### src/rtl/rv32i_types.sv
// Shared types for the cache-to-memory arbiter: FSM state encoding and the
// default cache line width.
package rv32i_types;

    localparam int unsigned CACHE_LINE_WIDTH = 256;

    typedef enum logic [1:0] {
        IDLE    = 2'd0,
        SERVE_I = 2'd1,
        SERVE_D = 2'd2,
        GAP     = 2'd3
    } arb_state_t;

endpackage

### src/rtl/cache_arbiter_grant.sv
// Grant selection between the I and D cache clients.
// Optional feature macro: CACHE_ARBITER_RR_EN (round-robin on simultaneous
// requests); when undefined, D always wins a tie.
module cache_arbiter_grant (
    input  logic i_req,
    input  logic d_req,
`ifdef CACHE_ARBITER_RR_EN
    input  logic last_d,
`endif
    output logic grant_valid,
    output logic grant_d
);

    // Pick the winning client; a lone requester always wins
    always_comb begin
        grant_valid = i_req | d_req;
`ifdef CACHE_ARBITER_RR_EN
        if (i_req && d_req) begin
            grant_d = ~last_d;
        end else begin
            grant_d = d_req;
        end
`else
        grant_d = d_req;
`endif
    end

endmodule

### src/rtl/cache_arbiter.sv
// Two-client (I-cache / D-cache) arbiter onto a single physical memory port.
// Optional feature macro: CACHE_ARBITER_RR_EN selects round-robin tie
// breaking instead of fixed D-over-I priority.
module cache_arbiter
    import rv32i_types::*;
#(
    parameter int unsigned LINE_WIDTH = CACHE_LINE_WIDTH,
    parameter int unsigned ADDR_WIDTH = 32
) (
    input  logic                  clk,
    input  logic                  rst_n,

    input  logic                  i_pmem_read,
    input  logic [ADDR_WIDTH-1:0] i_pmem_address,
    output logic [LINE_WIDTH-1:0] i_pmem_rdata,
    output logic                  i_pmem_resp,

    input  logic                  d_pmem_read,
    input  logic                  d_pmem_write,
    input  logic [ADDR_WIDTH-1:0] d_pmem_address,
    input  logic [LINE_WIDTH-1:0] d_pmem_wdata,
    output logic [LINE_WIDTH-1:0] d_pmem_rdata,
    output logic                  d_pmem_resp,

    output logic                  pmem_read,
    output logic                  pmem_write,
    output logic [ADDR_WIDTH-1:0] pmem_address,
    output logic [LINE_WIDTH-1:0] pmem_wdata,
    input  logic [LINE_WIDTH-1:0] pmem_rdata,
    input  logic                  pmem_resp
);

    arb_state_t state;
    logic       grant_valid;
    logic       grant_d;
`ifdef CACHE_ARBITER_RR_EN
    logic       last_d;
`endif

    cache_arbiter_grant u_grant (
        .i_req       (i_pmem_read),
        .d_req       (d_pmem_read | d_pmem_write),
`ifdef CACHE_ARBITER_RR_EN
        .last_d      (last_d),
`endif
        .grant_valid (grant_valid),
        .grant_d     (grant_d)
    );

    // Arbitration FSM: grant from IDLE, hold until memory responds, one GAP cycle
    always_ff @(posedge clk or negedge rst_n) begin
        if (!rst_n) begin
            state  <= IDLE;
`ifdef CACHE_ARBITER_RR_EN
            last_d <= 1'b1;
`endif
        end else begin
            case (state)
                IDLE: begin
                    if (grant_valid) begin
                        state <= grant_d ? SERVE_D : SERVE_I;
                    end
                end
                SERVE_I: begin
                    if (pmem_resp) begin
                        state  <= GAP;
`ifdef CACHE_ARBITER_RR_EN
                        last_d <= 1'b0;
`endif
                    end
                end
                SERVE_D: begin
                    if (pmem_resp) begin
                        state  <= GAP;
`ifdef CACHE_ARBITER_RR_EN
                        last_d <= 1'b1;
`endif
                    end
                end
                default: state <= IDLE;
            endcase
        end
    end

    // Read data is broadcast; each client only trusts it with its own resp
    always_comb begin
        i_pmem_rdata = pmem_rdata;
        d_pmem_rdata = pmem_rdata;
    end

    // Memory-side mux: pass the granted client through, everything quiet otherwise
    always_comb begin
        pmem_read    = 1'b0;
        pmem_write   = 1'b0;
        pmem_address = '0;
        pmem_wdata   = '0;
        i_pmem_resp  = 1'b0;
        d_pmem_resp  = 1'b0;
        case (state)
            SERVE_I: begin
                pmem_read    = i_pmem_read;
                pmem_address = i_pmem_address;
                i_pmem_resp  = pmem_resp;
            end
            SERVE_D: begin
                pmem_read    = d_pmem_read;
                pmem_write   = d_pmem_write;
                pmem_address = d_pmem_address;
                pmem_wdata   = d_pmem_wdata;
                d_pmem_resp  = pmem_resp;
            end
            default: ;
        endcase
    end

endmodule

### config.mk
export PLATFORM = sky130hd
export DESIGN_NAME = cache_arbiter
export DESIGN_NICKNAME = d
export VERILOG_FILES = /design/src/rtl/rv32i_types.sv /design/src/rtl/cache_arbiter_grant.sv /design/src/rtl/cache_arbiter.sv
export SDC_FILE = /design/constraint.sdc
export NUM_CORES = 1
export LEC_CHECK = 0
export ABC_AREA = 1
export CAP_MARGIN = 20
export CORE_AREA = 5 5 530 532
export CTS_CLUSTER_SIZE = 10
export DETAILED_ROUTE_END_ITERATION = 8
export DIE_AREA = 0 0 535 537
export GPL_TIMING_DRIVEN = 0
export SETUP_SLACK_MARGIN = 0.02
export SLEW_MARGIN = 20
export SYNTH_ARGS = -nofsm -noshare
export SYNTH_HDL_FRONTEND = slang
export SYNTH_SLANG_ARGS = --single-unit
export TNS_END_PERCENT = 10
### constraint.sdc
create_clock -name clk -period 1.8 [get_ports clk]
set_input_delay 0.36 -clock clk [delete_from_list [all_inputs] [get_ports clk]]
set_output_delay 0.36 -clock clk [all_outputs]
set_load 0.05 [all_outputs]
Word-level counts from Yosys, hierarchy flattened. Index checks and enable logic that the tools add are counted.

Memory bits (read-only): 0. Output and inout port bits: 804. Register bits after elaboration: 2. Input port bits: 582. Bits in writable memories: 0. Latch bits: 0. Memories: 0. Logic and storage cells: 20.

Add/sub/neg operators: 0. Multipliers: 0. Bitwise operators: 2. Muxes and demuxes: 10. Order comparisons: 0. Divide/modulo/power cells: 0. Reductions and logical operators: 3. Equality and inequality tests: 4. Shift-type cells: 0.

Operator list (count): $mux W256 (1); $pmux W32 S2 (1); $mux W2 (3); $pmux W2 S2 (1); $mux W1 (3); $eq A2 B1 Y1 const B (1); $eq A2 B2 Y1 const B (1); $logic_not A2 Y1 (1); $ne A2 B1 Y1 const B (1); $ne A2 B2 Y1 const B (1); $or A1 B1 Y1 (2); $pmux W1 S2 (1); $reduce_and A2 Y1 (1); $reduce_or A2 Y1 (1).

Depth between registers and ports, before layout.
Word-level depth: 4. Gate-level depth with buffers: 7.

By module. From an unflattened synthesis, not the netlist that was laid out.

Cells, all modules: 1196. Area, all modules: 6598.8 um^2.

By module, submodules not included: cache_arbiter (sequential area each 50.0 um^2, area each 6580.1 um^2, cells an instance 1192, times used 1); cache_arbiter_grant (sequential area each 0.0 um^2, area each 18.8 um^2, cells an instance 4, times used 1).

Worst setup path before layout. No wires, ideal clock.

Kind: register to output. From: register state[0]. To: output pmem_address[0]. Setup slack: -0.320 ns. Path buffers: 2. Arrival time: 1.760 ns. Stages on the path, launching flop included: 7. Cells stage by stage: dfrtp_1 > inv_1 > ha_1 > buf_2 > buf_4 > nand2_1 > a21oi_1.

Word-level cells in the longest chain between the ends: 2. Elaborated cells between the ends (all ways): 3. Classes of those cells: 2 x eq/ne; 1 x mux.

Ends and longest elaborated chain: start: declaration (RTL line cache_arbiter.sv:33) `arb_state_t state;`; start signal: assignment (RTL line cache_arbiter.sv:61) `state <= grant_d ? SERVE_D : SERVE_I;`; $eq A2 B2 Y1 or $eq A2 B1 Y1 (tied branches) (RTL line cache_arbiter.sv:99) `case (state)`; $pmux W32 S2 (*) (RTL line cache_arbiter.sv:99); end: declaration (RTL line cache_arbiter.sv:27) `output logic [ADDR_WIDTH-1:0] pmem_address,`.

Mark *: on every way between the ends. The rest lies on a longest branch, timed or not.

Worst setup path in the final report.
From: register state[0]. To: output pmem_address[7].

The elaborated chain is that of the path after synthesis.

==> metrics.cfg <==
[floorplanning]
rows=193
die_area_sq_mm=0.287
start_util_pct=2.39
fp.coreArea_sq_mm=0.276
io_pins=1386
die_y_um=537
die_width_um=535

[timing]
slew_headroom_pct=22.3
tightest_slew_ns=1.16
drv_slew=0
fin_skew_ns=0.0000703
period_share_pct=126
worst_slack_ns=-0.466
fmax_mhz=441
grt_setup_unrepaired=yes
hold_viol=0
setup_viol=451
min_period_ns=2.27

[final_layout]
largest_register=state
largest_reg_flops=2
area_delta_synth_final_pct=269
layout_common_cells=clkdlybuf4s50_1, buf_4, nand2_1
nets=2946
layout-drive-gt1-share_pct=43.5
biggestRegsByFlops=state: 2 flops
mostFrequentLayoutCell=clkdlybuf4s50_1
utilization_pct=8.82

[cts]
htree_levels=1
root_buffer=clkbuf_16
cts_sinks=2
cts_tree=done
worst_skew_pair.late_latency_ns=0.22
clockBufferDepth=2
numCtsBuffers=3
cts.clk_slew.worst_paths_ns=0.03

[global_route]
globalRoute.totalOverflow=0
grt_max_degree=11
antenna_found_initial=202
grt_pass1_vias=12000
grtUsageTotal_pct=14.1
grt_first_pass_wirelength_mm=239

[critical_path]
crit_required_ns=1.44
crit_path_start_kind=register
arrival_ns=1.91
crit_path_end_kind=output pin
critical_path_class=register to output pin
crit_path_max_fanout=10

[pwr]
total_power_mw=29.4
peakVddDrop_mv=1.05
leakagePower_nw=11.2
power.density_mw_per_mm2=1210

[synthesis]
synthesis.area_sq_mm=0.00658
synth.avg_cell_area_sq_um=5.52
ys_warn_count=0
synth-seq-cells=2
syn-num-nets=1779
synth_cell_type_count=13
yosysSeqAreaShare_pct=0.760
synth_cells=1193

[drt]
via_per_inst=2.02
ant_nets=0
drcViolationCount=0
wl_per_cell_um=35.2
wl_mm=214
dr_total_vias=12300
firstDrtPassIters=5
drt_iter0_drc=563

[place]
io_buffers=1129
dp_hpwl_mm=206
gp_congestion=0.896

[run_status]
status=finished, violations left
violations=negative setup slack

[worst_hold_path]
hold_path_class=input pin to async pin

[flow_run]
max_cap_violations=0

[final cells by class]
cell class | count | area [sq um]
Buffer | 551 | 4510
Antenna cell | 30 | 75.1
Inverter | 264 | 998
Multi-Input combinational cell | 376 | 2160
Sequential cell | 2 | 50.0
Tap cell | 3705 | 4640
Fill cell | 32300 | 251000
Clock buffer | 3 | 75.1
Timing Repair Buffer | 1162 | 11800
[metrics by stage]
stage | hold WS [ns] | setup WS [ns] | TNS, ns | std cells | instance area [sq um]
2_1_floorplan | 0.0644 | -0.0767 | -2.03 | 1193 | 6750
3_3_place_gp | 0.545 | -2.24 | -394.65 | 6027 | 22700
3_5_place_dp | 0.549 | -2.23 | -387.74 | 6027 | 22700
4_1_cts | 0.314 | -0.545 | -156.82 | 6051 | 23700
5_1_grt | 0.320 | -0.522 | -137.75 | 6072 | 24300
6_report | 0.323 | -0.466 | -111.43 | 6093 | 24300
[synthesized netlist by cell type]
cell type	number	area, sq um
nor2_1	1	3.75
buf_2	32	160
or2_2	1	6.26
o21ai_0	3	15.0
nand3_1	1	5.00
inv_1	263	987
inv_2	1	3.75
a21oi_1	33	165
nand2_1	333	1250
dfrtp_1	2	50.1
clkbuf_1	3	11.3
ha_1	4	50.1
buf_4	516	3870
[what timing repair did]
| action | CTS | global route |
|---|---|---|
| hold buffers | 0 | 0 |
| pin swaps | 6 | 4 |
| endpoints found under the setup margin | 492 | 494 |
| gates resized for setup | 1525 | 707 |
| setup buffers | 15 | 6 |
| gates cloned | 6 | 8 |
[per-layer routing]
layer | global-route usage [%] | vias to the layer above | share of wire, %
met3 | 6.30 | 414 | 10
met1 | 18.0 | 5348 | 43
met5 | 0 | - | 0.45
met4 | 1.58 | 156 | 2.2
met2 | 22.6 | 1169 | 44
li1 | - | 5196 | -
[where the power goes]
group	total (mW)	switching [mW]	internal (mW)
clock network	0.336	0.0533	0.283
registers	0.101	0.0296	0.0713
logic	29.0	19.5	9.48
[cells by family after synthesis]
kind of cell    Yosys count  synth area share, %
buf+inv                 815                 76.5
flops                     2                0.760
compound gates           36                 2.74
fa+ha+maj                 4                0.760
simple gates            336                 19.2
[critical path, cell delays in order, from the launching register on]
cell,delay [ns]
dfrtp_1,0.37
inv_2,0.07
buf_4,0.13
ha_1,0.34
inv_6,0.10
buf_8,0.20
a21oi_4,0.22
buf_8,0.20
[path summary, 6_finish.rpt]
path	cells after the start	to	slack, ns	from
worst max-delay path	7	pmem_address[7]	-0.47	state[0]$_DFFE_PN0P_
worst min-delay path	1	state[0]$_DFFE_PN0P_	0.32	rst_n
worst max register to register	7	state[0]$_DFFE_PN0P_	0.14	state[0]$_DFFE_PN0P_
worst min register to register	3	state[1]$_DFFE_PN0P_	0.73	state[1]$_DFFE_PN0P_
max in group asynchronous	1	state[1]$_DFFE_PN0P_	1.36	rst_n
min in group clk	3	state[1]$_DFFE_PN0P_	0.73	state[1]$_DFFE_PN0P_
No activity file was read; power rests on OpenSTA's default activity.
